==> config.mk <==
export PLATFORM = sky130hd
export DESIGN_NAME = i2s_clkgen_ctrl
export DESIGN_NICKNAME = d
export VERILOG_FILES = /design/src/rtl/i2s_clkgen_ctrl.sv
export SDC_FILE = /design/constraint.sdc
export NUM_CORES = 1
export LEC_CHECK = 0
export CAP_MARGIN = 20
export CORE_ASPECT_RATIO = 0.6
export CORE_MARGIN = 1
export CORE_UTILIZATION = 59
export DETAILED_ROUTE_END_ITERATION = 6
export PLACE_DENSITY = 0.95
export SETUP_SLACK_MARGIN = 0.5
export SLEW_MARGIN = 20
export SYNTH_ARGS = -nofsm -noshare
export SYNTH_HDL_FRONTEND = slang
export SYNTH_SLANG_ARGS = --single-unit
==> constraint.sdc <==
create_clock -name clk_i -period 5.2 [get_ports clk_i]
set_input_delay 1.56 -clock clk_i [delete_from_list [all_inputs] [get_ports clk_i]]
set_output_delay 1.56 -clock clk_i [all_outputs]
set_load 0.05 [all_outputs]
==> src/rtl/i2s_clkgen_ctrl.sv <==
`default_nettype none
// ============================================================================
//  Module   : i2s_clkgen_ctrl
//  Purpose  : Master-mode I2S SCK/WS sequencer. Divides clk_i down to SCK,
//             frames WS by the programmed channel length, and starts/stops
//             only at frame boundaries.
//  Options  : I2S_CLKGEN_FRM_CNT_EN adds the frm_cnt_o completed-frame counter.
//  Revision : 1.0 - initial release
// ============================================================================
module i2s_clkgen_ctrl #(
    parameter int DIV_WIDTH = 16
) (
    input  logic                 clk_i,
    input  logic                 rst_n_i,
    input  logic                 en_i,
    input  logic [DIV_WIDTH-1:0] div_i,
    input  logic [1:0]           chl_i,
    output logic                 busy_o,
    output logic                 i2s_sck_o,
    output logic                 i2s_ws_o,
    output logic                 sck_re_o,
    output logic                 sck_fe_o,
    output logic                 frame_done_o
`ifdef I2S_CLKGEN_FRM_CNT_EN
    ,
    output logic [15:0]          frm_cnt_o
`endif
);

    typedef enum logic [0:0] {
        ST_IDLE = 1'b0,
        ST_RUN  = 1'b1
    } state_t;

    // Last bit index of a channel is 8*(chl+1)-1 = {chl, 3'b111}.
    localparam logic [2:0] c_ch_lsbs = 3'b111;

    state_t                 r_state;
    logic [DIV_WIDTH-1:0]   r_div_q;
    logic [1:0]             r_chl_q;
    logic [DIV_WIDTH-1:0]   r_div_cnt;
    logic [4:0]             r_bit_cnt;
    logic                   r_sck;
    logic                   r_ws;
    logic                   r_sck_re;
    logic                   r_sck_fe;
    logic                   r_frame_done;
    logic                   r_busy;

    state_t                 w_state_nxt;
    logic [DIV_WIDTH-1:0]   w_div_q_nxt;
    logic [1:0]             w_chl_q_nxt;
    logic [DIV_WIDTH-1:0]   w_div_cnt_nxt;
    logic [4:0]             w_bit_cnt_nxt;
    logic                   w_sck_nxt;
    logic                   w_ws_nxt;
    logic                   w_sck_re_nxt;
    logic                   w_sck_fe_nxt;
    logic                   w_frame_done_nxt;
    logic                   w_div_hit;
    logic                   w_last_bit;

    assign w_div_hit  = (r_div_cnt == r_div_q);
    assign w_last_bit = (r_bit_cnt == {r_chl_q, c_ch_lsbs});

    always_comb begin
        w_state_nxt      = r_state;
        w_div_q_nxt      = r_div_q;
        w_chl_q_nxt      = r_chl_q;
        w_div_cnt_nxt    = r_div_cnt;
        w_bit_cnt_nxt    = r_bit_cnt;
        w_sck_nxt        = r_sck;
        w_ws_nxt         = r_ws;
        w_sck_re_nxt     = 1'b0;
        w_sck_fe_nxt     = 1'b0;
        w_frame_done_nxt = 1'b0;

        case (r_state)
            ST_IDLE: begin
                w_sck_nxt     = 1'b0;
                w_ws_nxt      = 1'b1;
                w_div_cnt_nxt = '0;
                w_bit_cnt_nxt = '0;
                if (en_i) begin
                    w_state_nxt = ST_RUN;
                    w_ws_nxt    = 1'b0;
                    w_div_q_nxt = div_i;
                    w_chl_q_nxt = chl_i;
                end
            end

            ST_RUN: begin
                if (!w_div_hit) begin
                    w_div_cnt_nxt = r_div_cnt + 1'b1;
                end else begin
                    w_div_cnt_nxt = '0;
                    w_sck_nxt     = ~r_sck;
                    if (!r_sck) begin
                        w_sck_re_nxt = 1'b1;
                    end else begin
                        w_sck_fe_nxt = 1'b1;
                        if (!w_last_bit) begin
                            w_bit_cnt_nxt = r_bit_cnt + 5'd1;
                        end else begin
                            w_bit_cnt_nxt = '0;
                            if (!r_ws) begin
                                w_ws_nxt = 1'b1;
                            end else begin
                                // Frame boundary: the only point where en_i and config are looked at.
                                w_frame_done_nxt = 1'b1;
                                if (en_i) begin
                                    w_ws_nxt    = 1'b0;
                                    w_div_q_nxt = div_i;
                                    w_chl_q_nxt = chl_i;
                                end else begin
                                    w_state_nxt = ST_IDLE;
                                end
                            end
                        end
                    end
                end
            end

            default: begin
                w_state_nxt = ST_IDLE;
            end
        endcase
    end

    always_ff @(posedge clk_i or negedge rst_n_i) begin
        if (!rst_n_i) begin
            r_state      <= ST_IDLE;
            r_div_q      <= '0;
            r_chl_q      <= '0;
            r_div_cnt    <= '0;
            r_bit_cnt    <= '0;
            r_sck        <= 1'b0;
            r_ws         <= 1'b1;
            r_sck_re     <= 1'b0;
            r_sck_fe     <= 1'b0;
            r_frame_done <= 1'b0;
            r_busy       <= 1'b0;
        end else begin
            r_state      <= w_state_nxt;
            r_div_q      <= w_div_q_nxt;
            r_chl_q      <= w_chl_q_nxt;
            r_div_cnt    <= w_div_cnt_nxt;
            r_bit_cnt    <= w_bit_cnt_nxt;
            r_sck        <= w_sck_nxt;
            r_ws         <= w_ws_nxt;
            r_sck_re     <= w_sck_re_nxt;
            r_sck_fe     <= w_sck_fe_nxt;
            r_frame_done <= w_frame_done_nxt;
            r_busy       <= (w_state_nxt == ST_RUN);
        end
    end

    assign busy_o       = r_busy;
    assign i2s_sck_o    = r_sck;
    assign i2s_ws_o     = r_ws;
    assign sck_re_o     = r_sck_re;
    assign sck_fe_o     = r_sck_fe;
    assign frame_done_o = r_frame_done;

`ifdef I2S_CLKGEN_FRM_CNT_EN
    logic [15:0] r_frm_cnt;
    logic [15:0] w_frm_cnt_nxt;

    always_comb begin
        w_frm_cnt_nxt = r_frm_cnt;
        if (r_state == ST_IDLE && w_state_nxt == ST_RUN) begin
            w_frm_cnt_nxt = '0;
        end else if (w_frame_done_nxt) begin
            w_frm_cnt_nxt = r_frm_cnt + 16'd1;
        end
    end

    always_ff @(posedge clk_i or negedge rst_n_i) begin
        if (!rst_n_i) begin
            r_frm_cnt <= '0;
        end else begin
            r_frm_cnt <= w_frm_cnt_nxt;
        end
    end

    assign frm_cnt_o = r_frm_cnt;
`endif

endmodule
`default_nettype wire

; Word level (Yosys, flattened, before mapping)
; Cells that the tools add are included.
; Widths: inputs -> output; s select.
[totals]
regBits = 45
wordCells = 66
[op_classes]
add_sub_neg = 2
n_eq_ne = 6
reduce_logical = 3
bitwise = 2
muxes = 43
[ops]
columns = cell, n
row1 = $mux 16, 6
row2 = $pmux 16 s2, 2
row3 = $mux 1, 22
row4 = $add 16x1->16 const B, 1
row5 = $eq 16x16->1, 1
row6 = $mux 5, 3
row7 = $mux 2, 5
row8 = $pmux 5 s2, 1
row9 = $pmux 1 s2, 3
row10 = $add 5x1->5 const B, 1
row11 = $eq 5x5->1, 1
row12 = $ne 2x1->1 const B, 2
row13 = $ne 2x2->1 const B, 2
row14 = $pmux 2 s2, 1
row15 = $reduce_and 4->1, 1
row16 = $reduce_and 3->1, 1
row17 = $not 1->1, 2
row18 = $reduce_and 2->1, 1

; Depth between registers and ports, before layout
[depth]
depth_word = 6
depth_mapped = 8

; Worst setup path after synthesis
; No wires, ideal clock.
[synth_path]
path_kind = in2reg
startpoint = input port en_i
endpoint = register r_chl_q[0]
path_buffers = 1
path_slack_ps = 2451
stages = 4
t_arrival_ps = 2624
path_cell_list = and3_1 > a32oi_4 > buf_6 > mux2_4
[synth_via]
elab_chain_len = 6
[synth_lines]
columns = item, line
row1 = from (decl), 15  ; input logic en_i,
row2 = $mux 2 (*), --
row3 = $mux 2 (4 in series), --
row4 = $pmux 2 s2 (*), --
row5 = to (signal assigned), 146  ; r_chl_q <= w_chl_q_nxt;
row6 = to (decl), 40  ; logic [1:0] r_chl_q;
; Every way passes the cells marked *; elsewhere a longest branch is shown, timed or not. The select of a mux whose other input is x is not followed.
; A chain may end at the register's enable or synchronous reset.

; Worst setup path after layout
[layout_path]
startpoint = register r_sck, in the netlist i2s_sck_o
endpoint = output port i2s_sck_o
[layout_lines]
columns = item, line
row1 = from (decl), 43  ; logic r_sck;
row2 = from (signal assigned), 149  ; r_sck <= w_sck_nxt;
row3 = to (decl), 19  ; output logic i2s_sck_o,
; No word-level cell between the ends.

==> Implementation_results.wiki <==
{| class="wikitable"
! Metric !! Value
|-
| Post-synthesis compound-gate area fraction || 0.0442
|-
| Clock slew seen by the registers of the worst setup and hold paths || 80 ps
|-
| Initial antenna violation count || 0
|-
| Number of iterations in the first detailed-routing pass || 4
|-
| Power per unit of standard cell area || 366 nW/um^2
|-
| Overall die height || 48.8 microns
|-
| Number of max-cap violations || 0
|-
| Pin count of the biggest net entering global routing || 46
|-
| Routability Congestion || 0.896
|-
| Number of nets in the layout || 235
|-
| Area enclosed by the die boundary || 3900 sq um
|-
| Sinks on the clock net || 45
|-
| Synthesized Nets || 208
|-
| Number of buffers between clock root and the deepest sink || 2
|-
| Remaining routing DRC violations || 0
|-
| Setup repair after global routing missed its margin || no
|-
| Drt wl/cell || 16.4 microns
|-
| GRT Residual Overflow || 0
|-
| Number of antenna diodes || 0
|-
| HPWL reported at the end of detailed placement || 2.92 mm
|-
| Library cell occupying the most area in the post-synthesis netlist || sky130_fd_sc_hd__dfrtp_1
|-
| Min-delay worst type || reg -> reg
|-
| Max-slew violation total from the final report || 0
|-
| Number of cells upsized or downsized after cts || 0
|-
| Largest fanout of any net on the critical path || 9
|-
| Netlist area before placement || 2150 sq um
|-
| Reported leakage power || 0.00122 uW
|-
| Delay-heaviest family, CP || buffers and inverters
|-
| Headroom to the max-slew limit || 0.351
|-
| TritonCTS clock tree || built
|-
| Number of ports placed on the die boundary || 27
|-
| Setup tns final || 0 ps
|-
| Share of the yosys chip area belonging to registers || 0.524
|-
| Post-synthesis xor/xnor area fraction || 0.134
|-
| Switching power total || 290 uW
|-
| Warning count from the yosys run || 0
|-
| Critical Path AT || 1740 ps
|-
| Time the final worst path needs with I/O delays and setup || 3300 ps
|-
| Average instance area after synthesis || 11.6 sq um
|-
| Layout overhead on the synthesized area || 17.6%
|-
| Number of register bits inferred by synthesis || 45
|-
| Worst Path Required || 3640 ps
|-
| Post-CTS setup repair buffer count || 0
|-
| CP Cell Sequence || clkdlybuf4s50_1
|-
| Share of layout cells above drive strength 1 || 0.132
|-
| Port-buffer cells || 26
|-
| Share of the clock period used by the worst path after layout || 0.634
|-
| Number of hold-slack violations in the final timing report || 0
|-
| Area contributors post-synth || sky130_fd_sc_hd__dfrtp_1 (51%), sky130_fd_sc_hd__xor2_1 (10%), sky130_fd_sc_hd__mux2_4 (6.3%)
|-
| Core region area || 3360 sq um
|-
| Actual transition at the worst max-transition pin || 973 ps
|-
| Max incr delay on CP || 880 ps
|-
| Run status || complete, no violations
|-
| Number of global-route vias before repair || 1428
|-
| Portion of total power attributed to the clock network || 0.279
|-
| Initial drt markers || 130
|-
| Deepest level of the CTS H-tree || 2
|-
| Synth unique cells || 30
|-
| Residual antenna-violating net count after detailed routing || 0
|-
| Max Fclk || 303 MHz
|-
| Drt via density || 5.68
|-
| Horizontal die dimension || 79.9 microns
|-
| Setup clock skew after layout || 8.16 ps
|-
| Total GRT Usage || 0.250
|-
| Combinational family with the most area after synthesis || simple AND/OR/NAND/NOR gates
|-
| Fraction of post-synthesis cell area in the top cell type by area || 0.512
|-
| Worst Path Class, Setup || reg -> out
|-
| Number of non-filler instances in the completed layout || 257
|-
| Net Sw Frac || 0.314
|-
| Crit-path slowest cell || sky130_fd_sc_hd__clkdlybuf4s50_1
|-
| Global-route wire length before repair || 7.07 mm
|-
| Number of hold buffers added after CTS || 0
|-
| Post-synthesis instance total || 185
|-
| Synth Area in Simple Gates || 0.151
|-
| Final setup violation count || 0
|-
| Multiplexer share of the synthesized area || 0.110
|-
| Buf+Inv Stages, Crit Path || 1
|-
| Fraction of power consumed by sequential logic || 0.513
|-
| Detailed Route WL || 4.22 mm
|-
| Vias post-DR || 1459
|-
| Placed Instances || 250
|-
| Pint || 634 uW
|-
| Area share of fa/ha/maj cells after synthesis || 0.0116
|-
| Rows || 16
|-
| Initial Util || 0.639
|-
| Portion of total power attributed to combinational logic || 0.209
|-
| Clock latency at the later pin of the worst-skew pair || 300 ps
|-
| Startpoint Class || flip-flop
|-
| CTS Root Buffer Type || sky130_fd_sc_hd__clkbuf_8
|-
| Cts bufs inserted || 5
|-
| Worst ir drop on vdd || 0.000225 V
|-
| Critical Path End Type || primary output
|}
cell usage after synthesis:
cell type	number
sky130_fd_sc_hd__a32o_1	2
sky130_fd_sc_hd__xor2_1	25
sky130_fd_sc_hd__o31ai_1	1
sky130_fd_sc_hd__or4_1	1
sky130_fd_sc_hd__dfstp_2	1
sky130_fd_sc_hd__ha_1	2
sky130_fd_sc_hd__nor2_1	22
sky130_fd_sc_hd__a21oi_1	2
sky130_fd_sc_hd__clkbuf_2	2
sky130_fd_sc_hd__nand4_1	5
sky130_fd_sc_hd__mux2_2	9
sky130_fd_sc_hd__o31a_1	1
sky130_fd_sc_hd__a32oi_4	1
sky130_fd_sc_hd__nand2_1	8
sky130_fd_sc_hd__o21ai_0	1
sky130_fd_sc_hd__dfrtp_1	44
sky130_fd_sc_hd__a21o_1	1
sky130_fd_sc_hd__buf_4	1
sky130_fd_sc_hd__o2bb2ai_1	1
sky130_fd_sc_hd__nor4_1	4
sky130_fd_sc_hd__and3_1	5
sky130_fd_sc_hd__and4_1	2
sky130_fd_sc_hd__inv_1	3
sky130_fd_sc_hd__clkbuf_1	2
sky130_fd_sc_hd__nand3_1	13
sky130_fd_sc_hd__mux2_4	9
sky130_fd_sc_hd__buf_6	1
sky130_fd_sc_hd__clkinv_1	1
sky130_fd_sc_hd__xnor2_1	8
sky130_fd_sc_hd__nor3_1	7
final timing paths:
path,to,slack [ps],start,cells after the start
setup / recovery,i2s_sck_o,1900,i2s_sck_o,1
hold / removal,r_div_q[7],530,r_div_q[7],1
setup reg to reg,r_div_q[12],2620,r_div_cnt[9],5
hold reg to reg,r_div_q[7],530,r_div_q[7],1
max in group asynchronous,r_div_q[4],3190,rst_n_i,1
min in group asynchronous,r_chl_q[0],1410,rst_n_i,1
power groups by stage:
stage	Clock, uW	Combinational [uW]	Sequential [uW]
5_1_grt	274	216	487
3_3_place_gp	0	181	476
4_1_cts	258	193	472
2_1_floorplan	0	144	463
3_5_place_dp	0	191	478
6_report	258	193	474
cell type report:
class                   instances  area [sq um]
clock inverters                 2          35.0
inverters                       4          15.0
flip-flops and latches         45          1130
multi-input cells             130           971
repair buffers                 26           255
clock buffers                   5          68.8
well taps                      45          56.3
fillers                       231           835
state kept, by name (all words and copies together) (netlist names):
| signal | count |
|---|---|
| sck_fe_o | 1 |
| busy_o | 1 |
| sck_re_o | 1 |
| i2s_ws_o | 1 |
| r_div_q | 16 |
| r_chl_q | 2 |
| r_div_cnt | 16 |
| frame_done_o | 1 |
| i2s_sck_o | 1 |
| r_bit_cnt | 5 |
placed cells by master (no fill, tap or decap):
cell                              count
sky130_fd_sc_hd__o31ai_1              1
sky130_fd_sc_hd__clkinv_2             1
sky130_fd_sc_hd__and4_1               2
sky130_fd_sc_hd__clkdlybuf4s50_1     25
sky130_fd_sc_hd__clkbuf_8             5
sky130_fd_sc_hd__and3_1               5
sky130_fd_sc_hd__buf_2                1
sky130_fd_sc_hd__nor2_1              22
sky130_fd_sc_hd__nand4_1              5
sky130_fd_sc_hd__nor3_1               7
sky130_fd_sc_hd__nor4_1               4
sky130_fd_sc_hd__inv_1                3
sky130_fd_sc_hd__ha_1                 2
sky130_fd_sc_hd__bufinv_16            1
sky130_fd_sc_hd__dfstp_2              1
sky130_fd_sc_hd__a21oi_1              2
sky130_fd_sc_hd__a32o_1               2
sky130_fd_sc_hd__a21o_1               1
sky130_fd_sc_hd__xor2_1              25
sky130_fd_sc_hd__o31a_1               1
sky130_fd_sc_hd__o2bb2ai_1            1
sky130_fd_sc_hd__mux2_2               9
sky130_fd_sc_hd__dfrtp_1             44
sky130_fd_sc_hd__or4_1                1
sky130_fd_sc_hd__xnor2_1              8
sky130_fd_sc_hd__clkinv_1             1
sky130_fd_sc_hd__nand2_1              8
sky130_fd_sc_hd__nand3_1             13
sky130_fd_sc_hd__a32oi_4              1
sky130_fd_sc_hd__mux2_4               9
sky130_fd_sc_hd__o21ai_0              1
through the flow:
step	hold WS [ps]	power [uW]	area, sq um	setup slack (ps)	util
6_report	531	924	2530	1900	0.752
2_1_floorplan	491	606	2150	2450	-
4_1_cts	533	923	2530	1910	0.752
5_1_grt	561	976	2530	1840	0.752
3_5_place_dp	514	669	2420	1600	0.721
3_3_place_gp	511	657	2420	1670	0.721
cell families (layout without fill, tap and decap cells):
logic type,Yosys count,in the layout
adder cells (fa/ha/maj),2,2
buffers and inverters,10,37
AO/OA/AOI/OAI,10,10
flip-flops,45,45
AND/OR/NAND/NOR,67,67
XOR/XNOR,33,33
multiplexers,18,18
routing by layer:
layer | GRT usage | part of all wire | wire, microns | vias up
met1 | 0.377 | 0.49 | 2070 | 706
met2 | 0.345 | 0.43 | 1820 | 55
li1 | - | - | - | 696
met4 | 0.0952 | 0.0033 | 14 | 0
met3 | 0.0660 | 0.076 | 321 | 2
met5 | 0 | 0 | 0 | -
(Power assumes the default switching activity.)
==> patch 1: new RTL, config.mk and constraints unchanged <==
The parameter `DIV_WIDTH` goes from 16 to 32.
--- a/src/rtl/i2s_clkgen_ctrl.sv
+++ b/src/rtl/i2s_clkgen_ctrl.sv
@@ -10,3 +10,3 @@
 module i2s_clkgen_ctrl #(
-    parameter int DIV_WIDTH = 16
+    parameter int DIV_WIDTH = 32
 ) (
Ports: changed (resized div_i); port bits go from 27 to 43. The function was not compared with the original's and may differ.
==> patch 1 against the unedited design <==
  * Synthesized area up 77%
  * Global-route usage increased by 0.14 points
  * Routed wire length grew 76%
  * Sequential cell count grew 32
  * Total power increased by 43%
  * Worst setup slack got worse by 88 ps
  * Cell area is 77% higher
  * Utilization is 2.6 points lower
  * Count of clock-buffer cells in the layout rose by 7
  * Largest cell class unchanged
==> patch 1: results (changes against the unedited design) <==
sta:
  final.min_clock_period_ps: 3380  # +88.4 ps
  skew_ps: 8.63  # +0.475 ps
  worstMarginPinSlew_ps: 815  # -158 ps
  holdWs_ps: 517  # -13.8 ps
cells_and_area:
  drive_above_1_share_pct: 15.9  # +2.7 points
  top_regs: "r_div_cnt x32, r_div_q x32, r_bit_cnt x5"
  num-nets-final: 406  # +73%
worst_setup_path:
  reg2reg_from: "r_div_cnt[24]$_DFF_PN0_"
  worstPathMaxFanout: 14  # +5
  cp.arrival_ps: 1820  # +80 ps
  crit_path_start: "busy_o$_DFF_PN0_"
  rr_worst_depth: 7  # +2
  r2r_end: "r_div_q[9]$_DFFE_PN0P_"
  endpoint: "busy_o"
  reg2reg_slack_ps: 2560  # -60 ps
placement:
  placed_cell_area_mm2: 0.00428  # +77%
  place_ws_ps: 1560  # -39.8 ps
  dp.cells: 439  # +76%
  globalplace.congestion: 0.839  # -6.3%
  numPortBuffers: 42  # +62%
  dpl.hpwl_um: 5300  # +81%
clock_network:
  clk-insertion-delay-late_ps: 370  # +70 ps
  htree_levels: 3  # +1
  numCtsBuffers: 9  # +4
yosys:
  synth-xor-area-share_pct: 14.9  # +1.5 points
  synth_fp_nets: 361  # +74%
  synthTopCellsByCount: "dfrtp_1 (76), xnor2_1 (53), nor2_1 (40)"
  synth_flop_cell: "dfrtp_1"
  synthTopCellsByArea: "dfrtp_1 (50%), xnor2_1 (12%), mux2_4 (11%), nor2_1 (3.9%), xor2_1 (2.8%)"
  synth_cell_type_count: 33  # +10%
  avgSynthCellArea_um2: 11.8  # +2.0%
  synthAdderAreaFrac_pct: 0.656  # -0.51 points
  muxShareOfSynthArea_pct: 13.4  # +2.4 points
  seq_area_frac_synth_pct: 50.5  # -1.9 points
  synth_compound_area_share_pct: 1.74  # -2.7 points
power_and_ir_drop:
  pwr-share-seq_pct: 54.2  # +2.9 points
  power_leakage_nw: 2.02  # +66%
  vdd_ir_drop_max_v: 0.000186  # -17%
  p_switching_w: 0.000360  # +24%
  switching_share_pct: 27.2  # -4.2 points
  p_comb_w: 0.000201  # +4%
global_route:
  grt_first_pass_wirelength_um: 12600  # +78%
  grt_use_total_pct: 25.1  # +0.14 points
  grt_max_degree: 43  # -6.5%
hold_path:
  hold_class: "reg -> reg"
  hold_end: "r_bit_cnt[4]$_DFFE_PN0P_"
  min-delay-start: "r_bit_cnt[4]$_DFFE_PN0P_"
detailed_routing:
  drtIter0Drc: 142  # +9.2%
  totalWireLength_um: 7410  # +76%
  vias: 2460  # +69%
run_status:
  run_status: "finished, final reports clean"
==> patch 1: cell count changes in the layout (fill, tap and decap cells not counted), moves of 4 or more <==
cell             delta
xnor2_1            +45
dfrtp_1            +32
mux2_4             +20
nor2_1             +18
clkdlybuf4s50_1    +16
xor2_1             -13
nand2_1            +10
clkbuf_8            +6
nand4_1             +6
nor2b_1             +6
mux2_2              -4
nand2b_1            +4
nor4_1              -4
==> patch 1: area by class of cell <==
class                   count  area [um2]
well taps                  84         105
fillers                   426        1690
repair buffers             45         445
clock buffers              12         155
clock inverters             3        21.3
flip-flops and latches     77        1930
multi-input cells         229        1800
inverters                   5        18.8
==> patch 1: layer usage <==
layer | global-route usage, % | part of all wire, % | up-vias
met3 | 9.18 | 5.5 | 8
met5 | 0 | 0 | -
met1 | 37.4 | 50 | 1211
met2 | 34.7 | 44 | 64
met4 | 5.73 | 0.94 | 0
li1 | - | - | 1177
==> patch 2: new RTL, same settings <==
Made on the original files. Add an input register stage for `en_i`, `div_i` and `chl_i`, without a reset; this delays them by one clock.
--- a/src/rtl/i2s_clkgen_ctrl.sv
+++ b/src/rtl/i2s_clkgen_ctrl.sv
@@ -37,2 +37,12 @@
 
+    logic en_q;
+    logic [DIV_WIDTH-1:0] div_q;
+    logic [1:0] chl_q;
+
+    always_ff @(posedge clk_i) begin
+        en_q  <= en_i;
+        div_q <= div_i;
+        chl_q <= chl_i;
+    end
+
     state_t                 r_state;
@@ -83,7 +93,7 @@
                 w_bit_cnt_nxt = '0;
-                if (en_i) begin
+                if (en_q) begin
                     w_state_nxt = ST_RUN;
                     w_ws_nxt    = 1'b0;
-                    w_div_q_nxt = div_i;
-                    w_chl_q_nxt = chl_i;
+                    w_div_q_nxt = div_q;
+                    w_chl_q_nxt = chl_q;
                 end
@@ -110,6 +120,6 @@
                                 w_frame_done_nxt = 1'b1;
-                                if (en_i) begin
+                                if (en_q) begin
                                     w_ws_nxt    = 1'b0;
-                                    w_div_q_nxt = div_i;
-                                    w_chl_q_nxt = chl_i;
+                                    w_div_q_nxt = div_q;
+                                    w_chl_q_nxt = chl_q;
                                 end else begin
Check against the original RTL: not equivalent (a bounded check fails within 4 cycles, from zero or initial values and one cycle with rst_n_i low).
==> patch 2 against the unedited design <==
  * The run now ends with design-rule violations left
  * Worst setup slack worse by 22 ps
  * Sequential cell count is 19 higher
  * Cell area is 22% higher
  * Routed wire length is 13% higher
  * Synthesized area is 18% higher
  * Cell count is 17% higher
  * Total power is 35% higher
  * Die area is 18% higher
  * Largest cell class unchanged
  * Largest power group unchanged
  * Highest routed layer unchanged
==> patch 2: results (changes against the unedited design) <==
run_status:
  run_status: "finished with violations"
  violations: "design-rule violations"
placement:
  numPortBuffers: 26  # unchanged
  globalplace.congestion: 0.861  # -3.9%
  dpl.hpwl_um: 3140  # +7.3%
  placed_cell_area_mm2: 0.00283  # +17%
yosys:
  synth_cell_type_count: 32  # +6.7%
  synth_compound_area_share_pct: 3.94  # -0.49 points
  ys_warn_count: 0  # unchanged
  synthTopCellsByCount: "dfrtp_1 (44), xor2_1 (25), nor2_1 (22)"
  seq_area_frac_synth_pct: 59.3  # +6.9 points
  async_flop_share_pct: 70.3  # -30 points
  synth-xor-area-share_pct: 11.4  # -2.1 points
  synth_fp_nets: 227  # +9.1%
  synthTopCellsByArea: "dfrtp_1 (43%), dfxtp_1 (15%), xor2_1 (8.6%), mux2_4 (5.3%), mux2_2 (4.0%)"
  muxShareOfSynthArea_pct: 9.30  # -1.7 points
  synthAdderAreaFrac_pct: 0.984  # -0.18 points
cells_and_area:
  drive_above_1_share_pct: 16.2  # +3.0 points
  num-nets-final: 259  # +10%
  fillers: 256  # +11%
  top_regs: "div_q x16, r_div_cnt x16, r_div_q x16"
  n_antenna_cell: 0  # unchanged
global_route:
  grt_use_total_pct: 24.9  # -0.079 points
  antenna_found_initial: 0  # unchanged
  grt_pass1_vias: 1567  # +9.7%
  grt_first_pass_wirelength_um: 7880  # +11%
worst_setup_path:
  worstPathMaxFanout: 8  # -1
  crit_slowest_cell: "clkdlybuf4s50_1"
  critical-path-top-delay-family: "buffers and inverters"
  cp.arrival_ps: 1760  # +20 ps
clock_network:
  htree_levels: 3  # +1
  root_buffer: "clkbuf_8"
  clk-insertion-delay-late_ps: 350  # +50 ps
  cts_resized: 0  # unchanged
  clk_path_buf_depth: 2  # unchanged
  numCtsBuffers: 9  # +4
detailed_routing:
  viasPerCell: 5.51  # -2.9%
  wl_per_cell_um: 15.8  # -3.8%
  dr.pass1.iters: 6  # +2
  drtIter0Drc: 225  # +73%
  drc_errors: 1  # +1
flow_run:
  cap_violations: 0  # unchanged
power_and_ir_drop:
  power_leakage_nw: 1.41  # +16%
  vdd_ir_drop_max_v: 0.000415  # +85%
sta:
  skew_ps: 6.66  # -1.50 ps
  slew_headroom_pct: 42.1  # +7.0 points
==> patch 2: cell types whose count changed after synthesis <==
cell / before / now
nor4_2: 0 / 1
buf_6: 1 / 2
nand3_1: 13 / 12
a21oi_1: 2 / 3
dfxtp_1: 0 / 19
nor4_1: 4 / 3
buf_2: 0 / 1
clkbuf_2: 2 / 0
==> patch 2: routing by layer <==
metal  track usage (%)  routed length (um)
met4              6.94                  80
met2              35.2                2110
met1              34.2                2170
met5                 0                   0
met3              11.9                 398
==> patch 2: path summary, 6_finish.rpt <==
path                                              from                 endpoint  slack (ps)  cells after the start
worst min register to register       div_q[10]$_DFF_P_  r_div_q[10]$_DFFE_PN0P_         460                      1
min in group asynchronous                      rst_n_i   r_div_cnt[4]$_DFF_PN0_        1090                      1
worst min-delay path                 div_q[10]$_DFF_P_  r_div_q[10]$_DFFE_PN0P_         460                      1
worst max-delay path             i2s_sck_o$_DFFE_PN0P_                i2s_sck_o        1880                      1
worst max register to register  r_div_cnt[9]$_DFF_PN0_   r_div_q[8]$_DFFE_PN0P_        2650                      5
max in group asynchronous                      rst_n_i     i2s_ws_o$_DFFE_PN1P_        3590                      2
==> patch 2: through the flow <==
stage                     std cells  utilization, %  hold WS (ps)  worst slack [ps]
after floorplan                 204               -           440              2950
after global placement          284            68.7           443              2270
after detailed placement        284            68.7           447              2260
after CTS                       300            74.2           461              1870
after global routing            301            74.7           476              1830
final                           301            74.7           460              1880
==> patch 2: cell families after synthesis <==
kind of cell	after synthesis
flops	64
fa+ha+maj	2
mux	18
buf+inv	10
compound gates	11
simple gates	66
xor+xnor	33
==> patch 2: power by group <==
part / switching, W / leakage (nW) / total [W] / internal (W)
combinational: 0.0000673 / 0.555 / 0.000152 / 0.0000846
sequential: 0.0000721 / 0.738 / 0.000621 / 0.000549
clock: 0.000202 / 0.114 / 0.000477 / 0.000275
total: 0.000341 / 1.41 / 0.00125 / 0.000909
==> patch 2: area by class of cell <==
class / instances / area, um2 / area share [%]
tap: 60 / 75.1 / 2.44
timing repair buffer: 27 / 275 / 8.94
multi-input combinational: 130 / 977 / 31.7
clock buffer: 9 / 124 / 4.02
sequential: 64 / 1510 / 49.0
inverter: 4 / 15.0 / 0.488
clock inverter: 7 / 104 / 3.37
